===== src/rtl/io_stage_params.sv =====
// rtl/io_stage_params.sv - shared types for the IO (memory-access) pipeline stage
package io_stage_params;

  typedef logic [31:0] cpu_data_t;
  typedef logic [31:0] program_count_t;
  typedef logic [4:0]  register_index_t;

  typedef enum logic [2:0] {
    MEM_BYTE,
    MEM_HALF,
    MEM_WORD,
    MEM_LEFT,
    MEM_RIGHT
  } memory_size_t;

  typedef enum logic [1:0] {
    EMPTY,
    WAIT,
    READY
  } io_state_t;

  // Only the byte offset of the address survives past EX; the full address lives in badvaddr.
  typedef struct packed {
    logic            valid;
    program_count_t  program_count;
    logic            in_delay_slot;
    logic            exception_valid;
    logic [4:0]      exception_code;
    cpu_data_t       badvaddr;
    logic            eret;
    logic            move_from_cp0;
    logic            move_to_cp0;
    logic [7:0]      cp0_address;
    logic            hi_write;
    logic            lo_write;
    cpu_data_t       hi_result;
    cpu_data_t       lo_result;
    logic            result_is_from_memory;
    logic            memory_write;
    memory_size_t    memory_size;
    logic            memory_io_unsigned;
    logic [1:0]      memory_address;
    cpu_data_t       multi_use_register_data;
    cpu_data_t       alu_result;
    logic            register_write;
    register_index_t write_register;
  } ex_to_io_bus_t;

  typedef struct packed {
    logic            valid;
    program_count_t  program_count;
    logic            in_delay_slot;
    logic            exception_valid;
    logic [4:0]      exception_code;
    cpu_data_t       badvaddr;
    logic            eret;
    logic            move_from_cp0;
    logic            move_to_cp0;
    logic [7:0]      cp0_address;
    cpu_data_t       cp0_write_data;
    logic            hi_write;
    logic            lo_write;
    cpu_data_t       hi_result;
    cpu_data_t       lo_result;
    logic            register_write;
    register_index_t write_register;
    cpu_data_t       write_data;
  } io_to_wb_bus_t;

  typedef struct packed {
    logic            valid;
    logic            data_valid;
    register_index_t write_register;
    cpu_data_t       write_data;
  } io_to_id_back_pass_bus_t;

  function automatic logic needs_response(input ex_to_io_bus_t bus);
    return bus.valid & ~bus.exception_valid & (bus.result_is_from_memory | bus.memory_write);
  endfunction

endpackage


===== src/rtl/load_data_aligner.sv =====
// rtl/load_data_aligner.sv - aligns and extends raw load data by size and byte offset
module load_data_aligner
  import io_stage_params::*;
(
  input  memory_size_t memory_size,
  input  logic         memory_io_unsigned,
  input  logic [1:0]   byte_offset,
  input  cpu_data_t    memory_data,
  input  cpu_data_t    register_data,
  output cpu_data_t    aligned_data
);

  logic [7:0]  sel_byte;
  logic [15:0] sel_half;
  cpu_data_t   left_data;
  cpu_data_t   right_data;

  always_comb begin
    case (byte_offset)
      2'd0: sel_byte = memory_data[7:0];
      2'd1: sel_byte = memory_data[15:8];
      2'd2: sel_byte = memory_data[23:16];
      default: sel_byte = memory_data[31:24];
    endcase
    sel_half = byte_offset[1] ? memory_data[31:16] : memory_data[15:0];

    // Unaligned word loads merge memory bytes into the old register value.
    case (byte_offset)
      2'd0: left_data = {memory_data[7:0], register_data[23:0]};
      2'd1: left_data = {memory_data[15:0], register_data[15:0]};
      2'd2: left_data = {memory_data[23:0], register_data[7:0]};
      default: left_data = memory_data;
    endcase
    case (byte_offset)
      2'd0: right_data = memory_data;
      2'd1: right_data = {register_data[31:24], memory_data[31:8]};
      2'd2: right_data = {register_data[31:16], memory_data[31:16]};
      default: right_data = {register_data[31:8], memory_data[31:24]};
    endcase

    case (memory_size)
      MEM_BYTE:  aligned_data = {{24{sel_byte[7] & ~memory_io_unsigned}}, sel_byte};
      MEM_HALF:  aligned_data = {{16{sel_half[15] & ~memory_io_unsigned}}, sel_half};
      MEM_LEFT:  aligned_data = left_data;
      MEM_RIGHT: aligned_data = right_data;
      default:   aligned_data = memory_data;
    endcase
  end

endmodule


===== src/rtl/io_stage.sv =====
// rtl/io_stage.sv - memory-access stage: waits for data-RAM responses and hands results to WB
module io_stage
  import io_stage_params::*;
#(
  parameter int CANCEL_COUNTER_WIDTH = 2
) (
  input  logic                    clock,
  input  logic                    reset_n,
  input  logic                    ex_to_io_valid,
  input  ex_to_io_bus_t           ex_to_io_bus,
  output logic                    io_allow_in,
  input  logic                    data_ram_data_ok,
  input  cpu_data_t               data_ram_read_data,
  input  logic                    exception_flush,
  input  logic                    wb_allow_in,
  output logic                    io_to_wb_valid,
  output io_to_wb_bus_t           io_to_wb_bus,
  output io_to_id_back_pass_bus_t io_to_id_back_pass_bus
);

  localparam logic [CANCEL_COUNTER_WIDTH-1:0] CANCEL_MAX = '1;

  logic                            io_valid_q, io_valid_d;
  ex_to_io_bus_t                   payload_q, payload_d;
  io_state_t                       state_q, state_d;
  cpu_data_t                       load_buffer_q, load_buffer_d;
  logic [CANCEL_COUNTER_WIDTH-1:0] cancel_count_q, cancel_count_d;

  logic      io_ready_go;
  logic      accept;
  logic      response_live;
  logic      cancel_inc;
  logic      cancel_dec;
  cpu_data_t aligned_data;
  cpu_data_t write_data;

  always_ff @(posedge clock or negedge reset_n) begin
    if (!reset_n) begin
      io_valid_q     <= 1'b0;
      payload_q      <= '0;
      state_q        <= EMPTY;
      load_buffer_q  <= '0;
      cancel_count_q <= '0;
    end else begin
      io_valid_q     <= io_valid_d;
      payload_q      <= payload_d;
      state_q        <= state_d;
      load_buffer_q  <= load_buffer_d;
      cancel_count_q <= cancel_count_d;
    end
  end

  always_comb begin
    accept        = io_allow_in & ex_to_io_valid;
    response_live = data_ram_data_ok & (cancel_count_q == '0);
    // A flushed request still owes a response unless it arrives in the flush cycle itself.
    cancel_inc    = exception_flush & (state_q == WAIT) & ~response_live;
    cancel_dec    = data_ram_data_ok & (cancel_count_q != '0);

    io_valid_d     = io_valid_q;
    payload_d      = payload_q;
    state_d        = state_q;
    load_buffer_d  = load_buffer_q;
    cancel_count_d = cancel_count_q;

    if (cancel_inc && !cancel_dec) begin
      cancel_count_d = cancel_count_q + CANCEL_COUNTER_WIDTH'(1);
    end else if (!cancel_inc && cancel_dec) begin
      cancel_count_d = cancel_count_q - CANCEL_COUNTER_WIDTH'(1);
    end

    if (state_q == WAIT && response_live) begin
      load_buffer_d = data_ram_read_data;
    end

    if (exception_flush) begin
      io_valid_d = 1'b0;
      state_d    = EMPTY;
    end else if (accept) begin
      io_valid_d = 1'b1;
      payload_d  = ex_to_io_bus;
      state_d    = needs_response(ex_to_io_bus) ? WAIT : READY;
    end else if (io_to_wb_valid && wb_allow_in) begin
      io_valid_d = 1'b0;
      state_d    = EMPTY;
    end else if (state_q == WAIT && response_live) begin
      state_d = READY;
    end
  end

  load_data_aligner u_load_data_aligner (
    .memory_size        (payload_q.memory_size),
    .memory_io_unsigned (payload_q.memory_io_unsigned),
    .byte_offset        (payload_q.memory_address),
    .memory_data        (load_buffer_q),
    .register_data      (payload_q.multi_use_register_data),
    .aligned_data       (aligned_data)
  );

  always_comb begin
    io_ready_go    = (state_q == READY);
    io_allow_in    = ~io_valid_q | (io_ready_go & wb_allow_in);
    io_to_wb_valid = io_valid_q & io_ready_go & ~exception_flush;
    write_data     = payload_q.result_is_from_memory ? aligned_data : payload_q.alu_result;

    io_to_wb_bus                 = '0;
    io_to_wb_bus.valid           = io_valid_q & payload_q.valid;
    io_to_wb_bus.program_count   = payload_q.program_count;
    io_to_wb_bus.in_delay_slot   = payload_q.in_delay_slot;
    io_to_wb_bus.exception_valid = payload_q.exception_valid;
    io_to_wb_bus.exception_code  = payload_q.exception_code;
    io_to_wb_bus.badvaddr        = payload_q.badvaddr;
    io_to_wb_bus.eret            = payload_q.eret;
    io_to_wb_bus.move_from_cp0   = payload_q.move_from_cp0;
    io_to_wb_bus.move_to_cp0     = payload_q.move_to_cp0;
    io_to_wb_bus.cp0_address     = payload_q.cp0_address;
    io_to_wb_bus.cp0_write_data  = payload_q.multi_use_register_data;
    io_to_wb_bus.hi_write        = payload_q.hi_write;
    io_to_wb_bus.lo_write        = payload_q.lo_write;
    io_to_wb_bus.hi_result       = payload_q.hi_result;
    io_to_wb_bus.lo_result       = payload_q.lo_result;
    io_to_wb_bus.register_write  = payload_q.register_write;
    io_to_wb_bus.write_register  = payload_q.write_register;
    io_to_wb_bus.write_data      = write_data;

    io_to_id_back_pass_bus.valid          = io_valid_q & payload_q.register_write &
                                            (payload_q.write_register != '0);
    io_to_id_back_pass_bus.data_valid     = io_ready_go & ~payload_q.move_from_cp0;
    io_to_id_back_pass_bus.write_register = payload_q.write_register;
    io_to_id_back_pass_bus.write_data     = write_data;
  end

  a_data_ok_expected: assert property (@(posedge clock) disable iff (!reset_n)
    (data_ram_data_ok && cancel_count_q == '0) |-> (state_q == WAIT));

  a_cancel_no_overflow: assert property (@(posedge clock) disable iff (!reset_n)
    !(cancel_inc && !cancel_dec && cancel_count_q == CANCEL_MAX));

endmodule

===== config.mk =====
export PLATFORM = sky130hd
export DESIGN_NAME = io_stage
export DESIGN_NICKNAME = d
export VERILOG_FILES = /design/src/rtl/io_stage_params.sv /design/src/rtl/load_data_aligner.sv /design/src/rtl/io_stage.sv
export SDC_FILE = /design/constraint.sdc
export NUM_CORES = 1
export LEC_CHECK = 0
export ABC_AREA = 0
export CORE_AREA = 2 2 202 204
export DETAILED_ROUTE_END_ITERATION = 16
export DIE_AREA = 0 0 204 206
export GPL_ROUTABILITY_DRIVEN = 0
export PLACE_DENSITY = 0.66
export SLEW_MARGIN = 15
export SYNTH_ARGS = -nofsm -noshare
export SYNTH_HDL_FRONTEND = slang
export SYNTH_SLANG_ARGS = --single-unit

===== constraint.sdc =====
create_clock -name clock -period 2.6 [get_ports clock]
set_input_delay 0.65 -clock clock [delete_from_list [all_inputs] [get_ports clock]]
set_output_delay 0.65 -clock clock [all_outputs]
set_load 0.05 [all_outputs]

== After elaboration in Yosys (flattened, before gate mapping) ==
Cells that the tools add are included.
Storage, ports and cells
  input port bits: 265
  output and inout port bits: 260
  flip-flop bits (word level): 263
  logic and storage cells: 90
Operators by class
  equal/unequal tests: 7
  reduce and logical (&&, ||, !) cells: 15
  add/sub/neg operators: 2
  mux-type cells: 16
  bitwise gates (word level): 24
Operators by type and width (number)
  32-bit case mux with 3 select lines: 2
  32-bit case mux with 4 select lines: 1
  32-bit 2-to-1 mux: 1
  8-bit case mux with 3 select lines: 1
  1-bit bitwise AND: 16
  16-bit 2-to-1 mux: 1
  2-bit 2-to-1 mux: 7
  1-bit inverter: 6
  5-bit nonzero test: 1
  2-bit by 1-bit == test with 1-bit output, second input constant: 2
  2-bit == test, second input constant: 2
  1-bit logical AND: 4
  2-bit zero test: 2
  2-bit nonzero test: 2
  4-bit nonzero test: 1
  3-bit by 1-bit == test with 1-bit output, second input constant: 1
  3-bit by 2-bit == test with 1-bit output, second input constant: 1
  3-bit == test, second input constant: 1
  3-bit zero test: 1
  1-bit 2-to-1 mux: 3
  3-bit nonzero test: 1
  2-bit by 1-bit adder with 2-bit output, second input constant: 1
  1-bit zero test: 2
  1-bit OR: 2
  other kinds (2): 2

== Longest topological paths before layout ==
Gate-level depths: netlist (run 1).
  word-level depth: 8
  gate-level depth with buffers: 8
  mapped depth without buffers: 4

== Modules after synthesis ==
A second synthesis (run 1) with hierarchy kept.
Unflattened totals
  cells, all modules: 1081
  area total of the unflattened synthesis: 15067.0 um^2
By module, submodules not included
  io_stage: area each 13018.7 um^2, cells an instance 840, instances 1, seq. area each 6581.3 um^2
  load_data_aligner: area each 2048.2 um^2, cells an instance 241, instances 1, seq. area each 0.0 um^2

== Worst setup path after synthesis (run 1) ==
OpenSTA, ideal clock, no wires.
  kind: register to output
  from: reg payload_q[70] (netlist name)
  to: out io_to_wb_bus[23] (netlist name)
  buffers on the path: 4
  setup slack: -1.034 ns
  arrival: 2.984 ns
  stages on the path, launching flop included: 8
  data required time: 1.950 ns
  cell sequence: dfrtp_1 -> buf_2 -> buf_4 -> buf_4 -> mux2i_1 -> a22oi_1 -> a221oi_1 -> buf_4
RTL lines
  start: declaration: RTL line io_stage.sv:24  | ex_to_io_bus_t payload_q, payload_d;
  start signal: assignment: RTL line io_stage.sv:46  | payload_q <= payload_d;
  end: declaration: RTL line io_stage.sv:17  | output io_to_wb_bus_t io_to_wb_bus,

==> metrics, run 1 <==
final core occ=53.3%; Vias per Instance=just under 5; CTS tree=built; fin crit share=124%; total power=0.0220 W; sequential fraction of the synthesis area=47.2%; Worst path top cell family by delay=compound AO/OA/AOI/OAI gates; most frequent cells in the layout=clkdlybuf4s50_1, dfrtp_1, mux2_1, mux2_2, nor2_1; Initial Util=between 30% and 40%; Worst Tran Pin Value=0.623 ns; Nets=around 1,800; buffers plus inverters on the worst setup path=2; Max VDD drop=0.664 mV; vias in the first global route=10,900; initial antenna violation count=2; PD cells=1030 nW/um2; reg2reg path depth=4; post-synth top area cell=dfrtp_1; Placeable Area=40,200 um2; Layout Area Growth over Synthesis=53.4%; max_slew headroom=roughly three fifths; Warnings, synthesis=0; Clock Skew=between 0.02 and 0.025 ns; Post-synth top flop=dfrtp_1; Die W=a little over 200 um; WL final=around 47 mm; fin. max-slew vios=0; share of layout cells above drive strength 1=29.6%; synthesized area per cell=about 12 um2; most common cell after layout, fill and taps aside=clkdlybuf4s50_1; Crit Reg-Reg Startpoint=state_q[1]; first-pass GRT wire length=between 60 and 70 mm; reg2reg end=load_buffer_q[28]; CP required=1.95 ns; drt first pass iters=5; status=complete, but fails checks; FFs w/ async S/R, synth=100%; Leak=roughly 9 nW; FMAX=311 MHz; clk slew on worst S/H paths=about 0.07 ns; final worst slack=-0.620 ns; Synth cell types=between 50 and 60; number of DRC markers in iteration 0=417; final hold vios=0; max incr delay on CP=0.48 ns; Worst Path Arrival=2.57 ns; RSZ-0062 raised after global routing=true; CTS Buf Count=31; number of enable flip-flop cells after synthesis=0; Max-Cap Viols=0; largest cells by area after synthesis=dfrtp_1, mux2_1, buf_4, mux2_2, mux2i_1; Startpoint Class=flip-flop; DRC violations left=0; fillers=3,411; Crit-path slowest cell=dfrtp_2; crit path time final=roughly 3.2 ns; wire per inst=about 22 um; worst path cell trace=buf_12, mux2i_2, mux2_4, o32a_1, a221oi_4, buf_6; Register-to-Register Setup Slack=0.74 ns; Mapped Area=13,900 um2; Total GRT Usage=21.5%; CTS max path bufs=3; Sink Count=263; total number of vias=10,400; share of the synthesized area in the top cell type=47.2%; Critical Path Sink Type=output pin; DIE AREA=approximately 42,000 um2; failing checks=negative setup slack; largest net degree at the start of global routing=65; setup TNS=-34.47 ns; final instance area=21,400 um2; Min-Delay Path Class=in -> async; CP Class=reg -> out; Crit. Startpoint=payload_q[71]; Place WS=-0.130 ns; row count=74; flops & latches, synth=approximately 260; placed cell areas=19,500 um2; Final setup viols=64; Hold-fix buffers, CTS=0; total gr overflow=0; boundary pin count=525; chip height=206 um; HPWL after detailed placement=36.1 mm; H-Tree Depth=1; syn nets=1,406; CP Max Fanout=10; CTS Root Cell=clkbuf_16; Synth Instances=about 1,100; Clk Latency, worst-skew pair=0.58 ns; Routed Antenna Nets=0; I/O Buffers=524
==> per-layer routing <==
layer	vias to the layer above	track usage [%]	share of wire [%]
met5	-	0	0.028
met4	2	8.39	3.9
met3	107	5.53	7.5
met2	430	39.1	52
met1	5220	24.1	37
li1	4620	-	-
==> per-stage QoR <==
step	hold WS, ns	cells
after floorplan	0.354	1141
after global placement	0.468	2011
after detailed placement	0.474	2011
after CTS	0.0353	2092
after global routing	0.0706	2098
final	0.0568	2098
==> what timing repair did <==
item,CTS,global route
cloned,2,2
setup endpoints to repair,65,65
pin swaps,21,18
gates resized for setup,86,38
buffers inserted,22,5
==> cell families after synthesis <==
| logic type | Yosys count | share of synthesized area, % |
|---|---|---|
| and+or+nand+nor | 143 | 4.92 |
| muxes | 317 | 25.4 |
| DFF | 263 | 47.2 |
| buffers and inverters | 292 | 15.3 |
| AOI/OAI and AO/OA | 126 | 7.25 |
==> report_power, final <==
group          switching [W]  total (W)  internal [W]
logic                0.00672     0.0116       0.00489
registers           0.000759    0.00573       0.00497
clock network        0.00182    0.00463       0.00281
==> worst reg2reg max path: cells and delay by family, from the launching register on <==
kind | cells | cell delay, ns
flops | 1 | 0.43
buf+inv | 1 | 0.28
simple gates | 2 | 0.63
mux | 1 | 0.40
==> area by class of cell <==
type,count,area [um2],area share [%]
antenna,1,2.50,0.0117
clock buffer,44,905,4.23
clock inverter,14,185,0.865
inverter,7,26.3,0.123
multi-input combinational,587,6040,28.2
sequential,263,6590,30.8
tap,532,666,3.11
timing repair buffer,650,6980,32.6
==> flip-flops by register name, summed over array words and instances (netlist names) <==
name and flops:
cancel_count_q 2, io_to_id_back_pass_bus 5, payload_q 40, load_buffer_q 32
state_q 2, io_valid_q 1, io_to_wb_bus 181
==> Yosys cell counts, types with 9 or more instances <==
library cell    n
a21oi_1        19
a221oi_1       24
a22oi_1        15
buf_2          17
buf_4         227
buf_6          21
clkbuf_1       19
dfrtp_1       263
mux2_1        160
mux2_2        112
mux2i_1        42
nand2_1        12
nand2b_1        9
nor2_1         85
nor3_1         16
o21ai_0        22
o31a_1          9
==> worst max-delay path by stage <==
stage	to	slack, ns	depth (start not counted)
finish	io_to_id_back_pass_bus[28]	-0.62	6
global route	io_to_id_back_pass_bus[23]	-0.68	8
CTS	io_to_id_back_pass_bus[28]	-0.64	6
detailed placement	io_to_wb_bus[30]	-0.13	6
global placement	io_to_wb_bus[31]	-0.09	6
floorplan	io_to_wb_bus[19]	-0.20	6
No activity file was read; power rests on OpenSTA's default activity.
==> run 2: changes to the inputs <==
Settings changed: ABC_AREA 0 to not set, RECOVER_POWER set to 50.
==> metrics, run 2 (synthesized netlist as in run 1, its figures left out) <==
share of layout cells above drive strength 1=29.2%; largest net degree at the start of global routing=65; Comb power frac=52.8%; Initial Util=34.7%; most frequent cells in the layout=clkdlybuf4s50_1, dfrtp_1, mux2_1, mux2_2, nor2_1; Largest register FFs=181; initial antenna violation count=2; Sequential Power Share=26.1%; Min-Delay Path Class=reg -> reg; final core occ=52.8%; Hold-fix buffers, CTS=0; status=complete, but fails checks; Max-Cap Viols=1; drt first pass iters=5; Critical Path Sink Type=output pin; CP Max Fanout=10; Worst Tran Pin Value=1.73 ns; Worst Path Arrival=2.58 ns; DRC violations left=0; PD cells=1030 nW/um2; Placeable Area=40,200 um2; chip height=206 um; I/O Buffers=524; H-Tree Depth=1; HPWL after detailed placement=about 36 mm; most common cell after layout, fill and taps aside=clkdlybuf4s50_1; CP required=just under 2 ns; CTS tree=built; Die W=204 um; total number of vias=10,400; CP Class=reg -> out; worst hold slack=approximately 0.48 ns; Clock Skew=0.0218 ns; clk slew on worst S/H paths=0.07 ns; Nets=1,805; Clk Latency, worst-skew pair=0.58 ns; Startpoint Class=flip-flop; Max VDD drop=about 0.66 mV; number of DRC markers in iteration 0=403; FMAX=309 MHz; Layout Area Growth over Synthesis=52.0%; Sink Count=263; RSZ-0062 raised after global routing=true; fin. max-slew vios=65; DIE AREA=42,000 um2; crit path time final=roughly 3.2 ns; Clock Power Share=roughly a fifth; Total GRT Usage=21.5%; CTS Buf Count=31; final worst slack=-0.633 ns; vias in the first global route=roughly 11,000; row count=74; total gr overflow=0; Net Sw Frac=between 40% and 50%; max_slew headroom=-15.6%; internal power=0.0126 W; CTS Root Cell=clkbuf_16; WL final=46.8 mm; Final setup viols=64; Vias per Instance=4.95; failing checks=max-capacitance violations, max-slew violations, negative setup slack; final hold vios=0; fin crit share=124%; Routed Antenna Nets=0; CTS max path bufs=3; boundary pin count=525; Net Switching=0.00928 W; wire per inst=22.3 um; Leak=8.76 nW; first-pass GRT wire length=68.6 mm
==> run 2: cell types whose count changed in the layout (fill, tap and decap cells not counted), moves of 2 or more <==
cell	previous run	this run
buf_4	81	78
buf_6	50	52
clkbuf_4	0	5
clkbuf_2	0	5
clkdlybuf4s50_1	451	449
buf_12	52	39
dlygate4sd3_1	0	2
clkbuf_1	5	9
==> run 2: power by group through the flow <==
stage	sequential (W)	combinational, W	clock (W)
2_1_floorplan	0.00547	0.00798	0
3_3_place_gp	0.00574	0.0107	0
3_5_place_dp	0.00577	0.0108	0
4_1_cts	0.00570	0.0114	0.00477
5_1_grt	0.00583	0.0120	0.00492
6_report	0.00572	0.0116	0.00462
==> run 2: layer usage <==
layer	vias up	part of all wire, %	GRT usage (%)	wire length [um]
met5	-	0.028	0	13
met3	107	7.5	5.53	3520
met1	5235	37	24.1	17100
met2	431	52	39.1	24300
met4	2	3.9	8.39	1840
li1	4617	-	-	-
==> run 2: metrics by stage <==
stage / power [W] / setup slack [ns] / TNS, ns / std cells / cell area [um2]
floorplan: 0.0135 / -0.199 / -4.48 / 1141 / 14600
global route: 0.0228 / -0.683 / -39.68 / 2098 / 21200
finish: 0.0219 / -0.633 / -34.47 / 2098 / 21200
CTS: 0.0219 / -0.639 / -35.47 / 2092 / 21100
global placement: 0.0165 / -0.0901 / -1.24 / 2011 / 19500
detailed placement: 0.0166 / -0.130 / -2.04 / 2011 / 19500
==> run 2: path summary, 6_finish.rpt <==
check / depth (start not counted) / slack, ns / end / from
min in group asynchronous: 1 / 0.54 / payload_q[75] / reset_n
hold reg to reg: 1 / 0.48 / io_to_wb_bus[211] / io_to_wb_bus[211]
setup / recovery: 6 / -0.63 / io_to_id_back_pass_bus[28] / payload_q[71]
hold / removal: 1 / 0.48 / io_to_wb_bus[211] / io_to_wb_bus[211]
setup reg to reg: 6 / 0.22 / io_to_wb_bus[170] / state_q[0]
max in group asynchronous: 2 / 0.44 / io_to_wb_bus[185] / reset_n
==> run 2: timing repair <==
action | 4_1_cts | 5_1_grt
pin swaps | 21 | 18
hold endpoints to repair | 0 | 0
gates cloned | 2 | 2
setup endpoints to repair | 65 | 65
resized for setup | 86 | 38
setup buffers | 22 | 5
==> run 2: final cells by class <==
class,instances,area [um2]
Clock inverter,14,185
Multi-Input combinational cell,587,6040
Fill cell,3435,19000
Timing Repair Buffer,650,6790
Antenna cell,1,2.50
Clock buffer,44,905
Tap cell,532,666
Sequential cell,263,6590
Inverter,7,26.3
==> run 2: worst max-delay path: stages (launching register included) <==
cell and delay [ns]:
dfrtp_2 0.48, buf_12 0.18, mux2i_2 0.20, mux2_4 0.31
o32a_1 0.23, a221oi_4 0.37, buf_6 0.21
==> RTL edit 1: new RTL, config.mk and constraints of run 1 <==
`CANCEL_COUNTER_WIDTH`: 2 -> 4.
--- a/src/rtl/io_stage.sv
+++ b/src/rtl/io_stage.sv
@@ -2,7 +2,7 @@
 module io_stage
   import io_stage_params::*;
 #(
-  parameter int CANCEL_COUNTER_WIDTH = 2
+  parameter int CANCEL_COUNTER_WIDTH = 4
 ) (
   input  logic                    clock,
   input  logic                    reset_n,
Function: not settled (the Yosys comparison gave no result); the edit may change what the design does.
==> RTL edit 1 against run 1 <==
  * Power down 7.9%
  * The run still ends with setup timing left
  * Sequential share of layout area up 1.2 points
  * Fmax up 0.73%
  * Final cell count unchanged
  * Setup slack better by 0.023 ns
  * Routed wire length down 3.6%
  * Synthesized area up 0.63%
  * Synthesized cell count up 2.9%
  * Final area down 2.9%
  * Sequential cell count up 2
  * Largest power group unchanged
==> RTL edit 1: results (changes against run 1) <==
| Metric | Value |
|---|---|
| DR vias | `10354 (was 10379)` |
| Critical Path AT | `2.55 ns (was 2.57 ns)` |
| Most frequent cells after synthesis | `dfrtp_1, buf_4, mux2_2 (was dfrtp_1, buf_4, mux2_1)` |
| Cells after Synth | `1174 (was 1141)` |
| DP HPWL | `35100 um (was 36100 um)` |
| Post-DP Area | `0.0193 mm^2 (was 0.0195 mm^2)` |
| Clock skew | `0.0108 ns (was 0.0210 ns)` |
| Share of layout cells above drive strength 1 | `34.9% (was 29.6%)` |
| DP Cell Count | `2032 (was 2011)` |
| Family with the most delay on the worst path | `buffers and inverters (was compound AO/OA/AOI/OAI gates)` |
| Largest family of logic cells by synthesized area | `multiplexers (unchanged)` |
| CP Max Fanout | `18 (was 10)` |
| 1st-pass router iterations | `5 (unchanged)` |
| Vias in the first global route | `11131 (was 10937)` |
| Slowest stage delay, CP | `0.45 ns (was 0.48 ns)` |
| Status | `finished, violations left (unchanged)` |
| Failing checks | `setup timing (unchanged)` |
| Mux share of post-synthesis cell area | `23.6% (was 25.4%)` |
| GRT Overall Usage | `21.1% (was 21.5%)` |
| Area contributors post-synth | `dfrtp_1, mux2_2, buf_4, nor2_1, mux2i_1 (was dfrtp_1, mux2_1, buf_4, mux2_2, mux2i_1)` |
| Global-route wire length before repair | `67900 um (was 68600 um)` |
| CP max stage cell | `dfrtp_2 (unchanged)` |
| Setup violators final | `64 (unchanged)` |
| Input/output buffers | `524 (unchanged)` |
| Final WS setup | `-0.597 ns (was -0.620 ns)` |
| Adder-cell area share of the yosys netlist | `0.321% (was 0%)` |
| Filler Cell Count | `3490 (was 3411)` |
| Cell leakage power | `8.62 nW (was 8.83 nW)` |
| Synth Area in Compound Gates | `8.50% (was 7.25%)` |
| Pre-CTS setup slack | `-0.121 ns (was -0.130 ns)` |
| Nets@finish | `1809 (was 1805)` |
| Routed len/inst | `21.5 um (was 22.3 um)` |
| Largest net degree at the start of global routing | `62 (was 65)` |
| Pwr dens | `973 mW/mm^2 (was 1030 mW/mm^2)` |
| Yosys cell types | `59 (was 53)` |
| Sequential area share after synthesis | `47.2% (about the same)` |
| Slew of the pin with the lowest slew margin | `0.600 ns (was 0.623 ns)` |
| Sum Neg Setup Slack | `-33.39 ns (was -34.47 ns)` |
| Syn nets | `1442 (was 1406)` |
| XOR/XNOR Fraction of Synth Area | `0.187% (was 0%)` |
| VDD IR-drop max | `648 uV (was 664 uV)` |
| Initial DRC Count | `572 (was 417)` |
RTL edit 1: changes by cell type after synthesis, moves of 18 or more:
cell	change
a21oi_1	+25
a221oi_1	-18
buf_4	+20
mux2_1	-139
mux2_2	+134
nand2_1	+18
RTL edit 1: metal layers:
layer  part of all wire [%]  GRT usage (%)
met1                     38           24.7
met2                     51           37.5
met3                    8.3           5.88
met4                    3.3           6.44
met5                  0.029              0
RTL edit 1: timing repair:
item	4_1_cts	5_1_grt
gates cloned	1	0
resized for setup	61	26
endpoints found under the setup margin	64	66
pin swaps	25	9
buffers inserted	6	1
RTL edit 1: final cells by class:
class                           instances  share of cell area, %
Antenna cell                            1                 0.0120
Clock buffer                           46                   4.25
Clock inverter                         11                  0.741
Inverter                               11                  0.223
Multi-Input combinational cell        611                   27.5
Sequential cell                       265                   32.0
Tap cell                              532                   3.20
Timing Repair Buffer                  621                   32.1
RTL edit 1: path summary, 6_finish.rpt:
| path | slack, ns | start | to |
|---|---|---|---|
| worst min-delay path | 0.009 | reset_n | io_to_wb_bus[113]$_DFFE_PN0P_ |
| worst min register to register | 0.48 | cancel_count_q[3]$_DFFE_PN0P_ | cancel_count_q[3]$_DFFE_PN0P_ |
| min in group clock | 0.48 | cancel_count_q[3]$_DFFE_PN0P_ | cancel_count_q[3]$_DFFE_PN0P_ |
| worst max-delay path | -0.60 | payload_q[71]$_DFFE_PN0P_ | io_to_id_back_pass_bus[7] |
| max in group asynchronous | 1.85 | reset_n | io_to_wb_bus[60]$_DFFE_PN0P_ |
| worst max register to register | 0.49 | state_q[0]$_DFFE_PN0P_ | cancel_count_q[2]$_DFFE_PN0P_ |
RTL edit 1: power breakdown:
part	switching (mW)	leakage, nW	internal [mW]
clock network	1.78	0.502	2.64
registers	0.676	3.19	4.93
logic	5.90	4.93	4.29
==> RTL edit 2: new RTL, flow settings as in run 1 <==
Made on the original files. Reset style: synchronous (`reset_n`), changed in one clocked block.
--- a/src/rtl/io_stage.sv
+++ b/src/rtl/io_stage.sv
@@ -34,7 +34,7 @@
   cpu_data_t aligned_data;
   cpu_data_t write_data;
 
-  always_ff @(posedge clock or negedge reset_n) begin
+  always_ff @(posedge clock) begin
     if (!reset_n) begin
       io_valid_q     <= 1'b0;
       payload_q      <= '0;
Behaviour: not the same (a bounded check fails within 4 cycles, from zero or initial values and one cycle with reset_n low; the reset may be asserted at any time).
==> RTL edit 2 against run 1 <==
  * The flow still finishes with violations (setup timing)
  * Setup slack better by 0.076 ns
  * Sequential cell count stayed put
  * Routed wire length is 15% higher
  * Final area is 2.2% lower
  * Synthesized cell count is 51% higher
  * Register-to-register slack worse by 0.18 ns
  * Synthesized area is 0.82% lower
  * Largest cell class is now multi-input combinational cells
Power is not compared: it rests on default switching activity, and its combinational part moved more than twofold at a synthesized area within 25%.
==> RTL edit 2: results (changes against run 1) <==
| Metric | Value |
|---|---|
| Status | `finished, violations left (unchanged)` |
| Failing checks | `setup timing (unchanged)` |
| HP Class | `reg -> reg (was in -> async)` |
| Avg Cell Area, Syn | `8.05 um^2 (was 12.2 um^2)` |
| DP HPWL | `39400 um (was 36100 um)` |
| Post CTS Setup Buffer Count | `15 (was 22)` |
| Yosys cell types | `57 (was 53)` |
| Post-synth ARST share | `0% (was 100%)` |
| Met2 WL | `25900 um (was 24300 um)` |
| Worst hold start | `io_to_wb_bus[98]$_SDFFE_PN0P_` |
| Routed len/inst | `20.5 um (was 22.3 um)` |
| M1 GR Usage | `27.9% (was 24.1%)` |
| Layout Cells excl Fill | `2616 (was 2098)` |
| Worst hold margin | `0.461 ns (was 0.0568 ns)` |
| Mux share of post-synthesis cell area | `4.45% (was 25.4%)` |
| Initial antenna violation count | `6 (was 2)` |
| Most frequent cells after synthesis | `nand2_1, dfxtp_1, a21boi_0 (was dfrtp_1, buf_4, mux2_1)` |
| Met3 Usage GRT | `7.57% (was 5.53%)` |
| Worst Setup SP | `payload_q[70]$_SDFFE_PN0P_ (was payload_q[71]$_DFFE_PN0P_)` |
| Synth Area in Compound Gates | `22.5% (was 7.25%)` |
| 1st-pass router iterations | `6 (was 5)` |
| Area contributors post-synth | `dfxtp_1, nand2_1, a21boi_0, buf_4, mux2i_1 (was dfrtp_1, mux2_1, buf_4, mux2_2, mux2i_1)` |
| Metal-1 WL | `20300 um (was 17200 um)` |
| Slew HR | `57.9% (was 58.4%)` |
| Largest net degree at the start of global routing | `120 (was 65)` |
| Global-route wire length before repair | `79400 um (was 68600 um)` |
| Clock skew | `0.00757 ns (was 0.0210 ns)` |
| Clock power share | `37.6%` |
| Sequential area share after synthesis | `38.1% (was 47.2%)` |
| Initial DRC Count | `1051 (was 417)` |
| Syn nets | `1984 (was 1406)` |
| Sum Neg Setup Slack | `-29.11 ns (was -34.47 ns)` |
| CP Max Fanout | `11 (was 10)` |
| GR Layer Usage met2 | `42.4% (was 39.1%)` |
| GRT Overall Usage | `24.4% (was 21.5%)` |
| Setup violators final | `64 (unchanged)` |
| Final WS setup | `-0.544 ns (was -0.620 ns)` |
| Share of layout cells above drive strength 1 | `17.0% (was 29.6%)` |
| Routed length on met3 | `4980 um (was 3500 um)` |
| DR vias | `13277 (was 10379)` |
| Nets@finish | `2322 (was 1805)` |
| Internal reg-to-reg setup slack | `0.56 ns (was 0.74 ns)` |
| CTS Buf Count | `30 (was 31)` |
| Pre-CTS setup slack | `-0.325 ns (was -0.130 ns)` |
| CP max stage cell | `a221oi_4 (was dfrtp_2)` |
| Family with the most delay on the worst path | `compound AO/OA/AOI/OAI gates (unchanged)` |
| Slowest stage delay, CP | `0.38 ns (was 0.48 ns)` |
-- RTL edit 2: cell types whose count changed after synthesis, sizes merged, moves of 37 or more --
cell and delta:
a21boi +258, clkbuf +47, dfrtp -263, dfxtp +263
mux2 -265, nand2 +516, nor2 -37
-- RTL edit 2: worst paths after layout --
kind | end | cells after the start
min reg2reg | io_to_wb_bus[98]$_SDFFE_PN0P_ | 2
max reg2reg | payload_q[71]$_SDFFE_PN0P_ | 5
max | io_to_id_back_pass_bus[25] | 7
min | io_to_wb_bus[98]$_SDFFE_PN0P_ | 2
-- RTL edit 2: layout make-up --
| type | instances | area (um^2) |
|---|---|---|
| Clock inverter | 8 | 65.1 |
| Tap cell | 532 | 666 |
| Antenna cell | 4 | 10.0 |
| Fill cell | 3629 | 19300 |
| Timing Repair Buffer | 653 | 6800 |
| Inverter | 21 | 78.8 |
| Clock buffer | 47 | 906 |
| Multi-Input combinational cell | 1088 | 7110 |
| Sequential cell | 263 | 5280 |
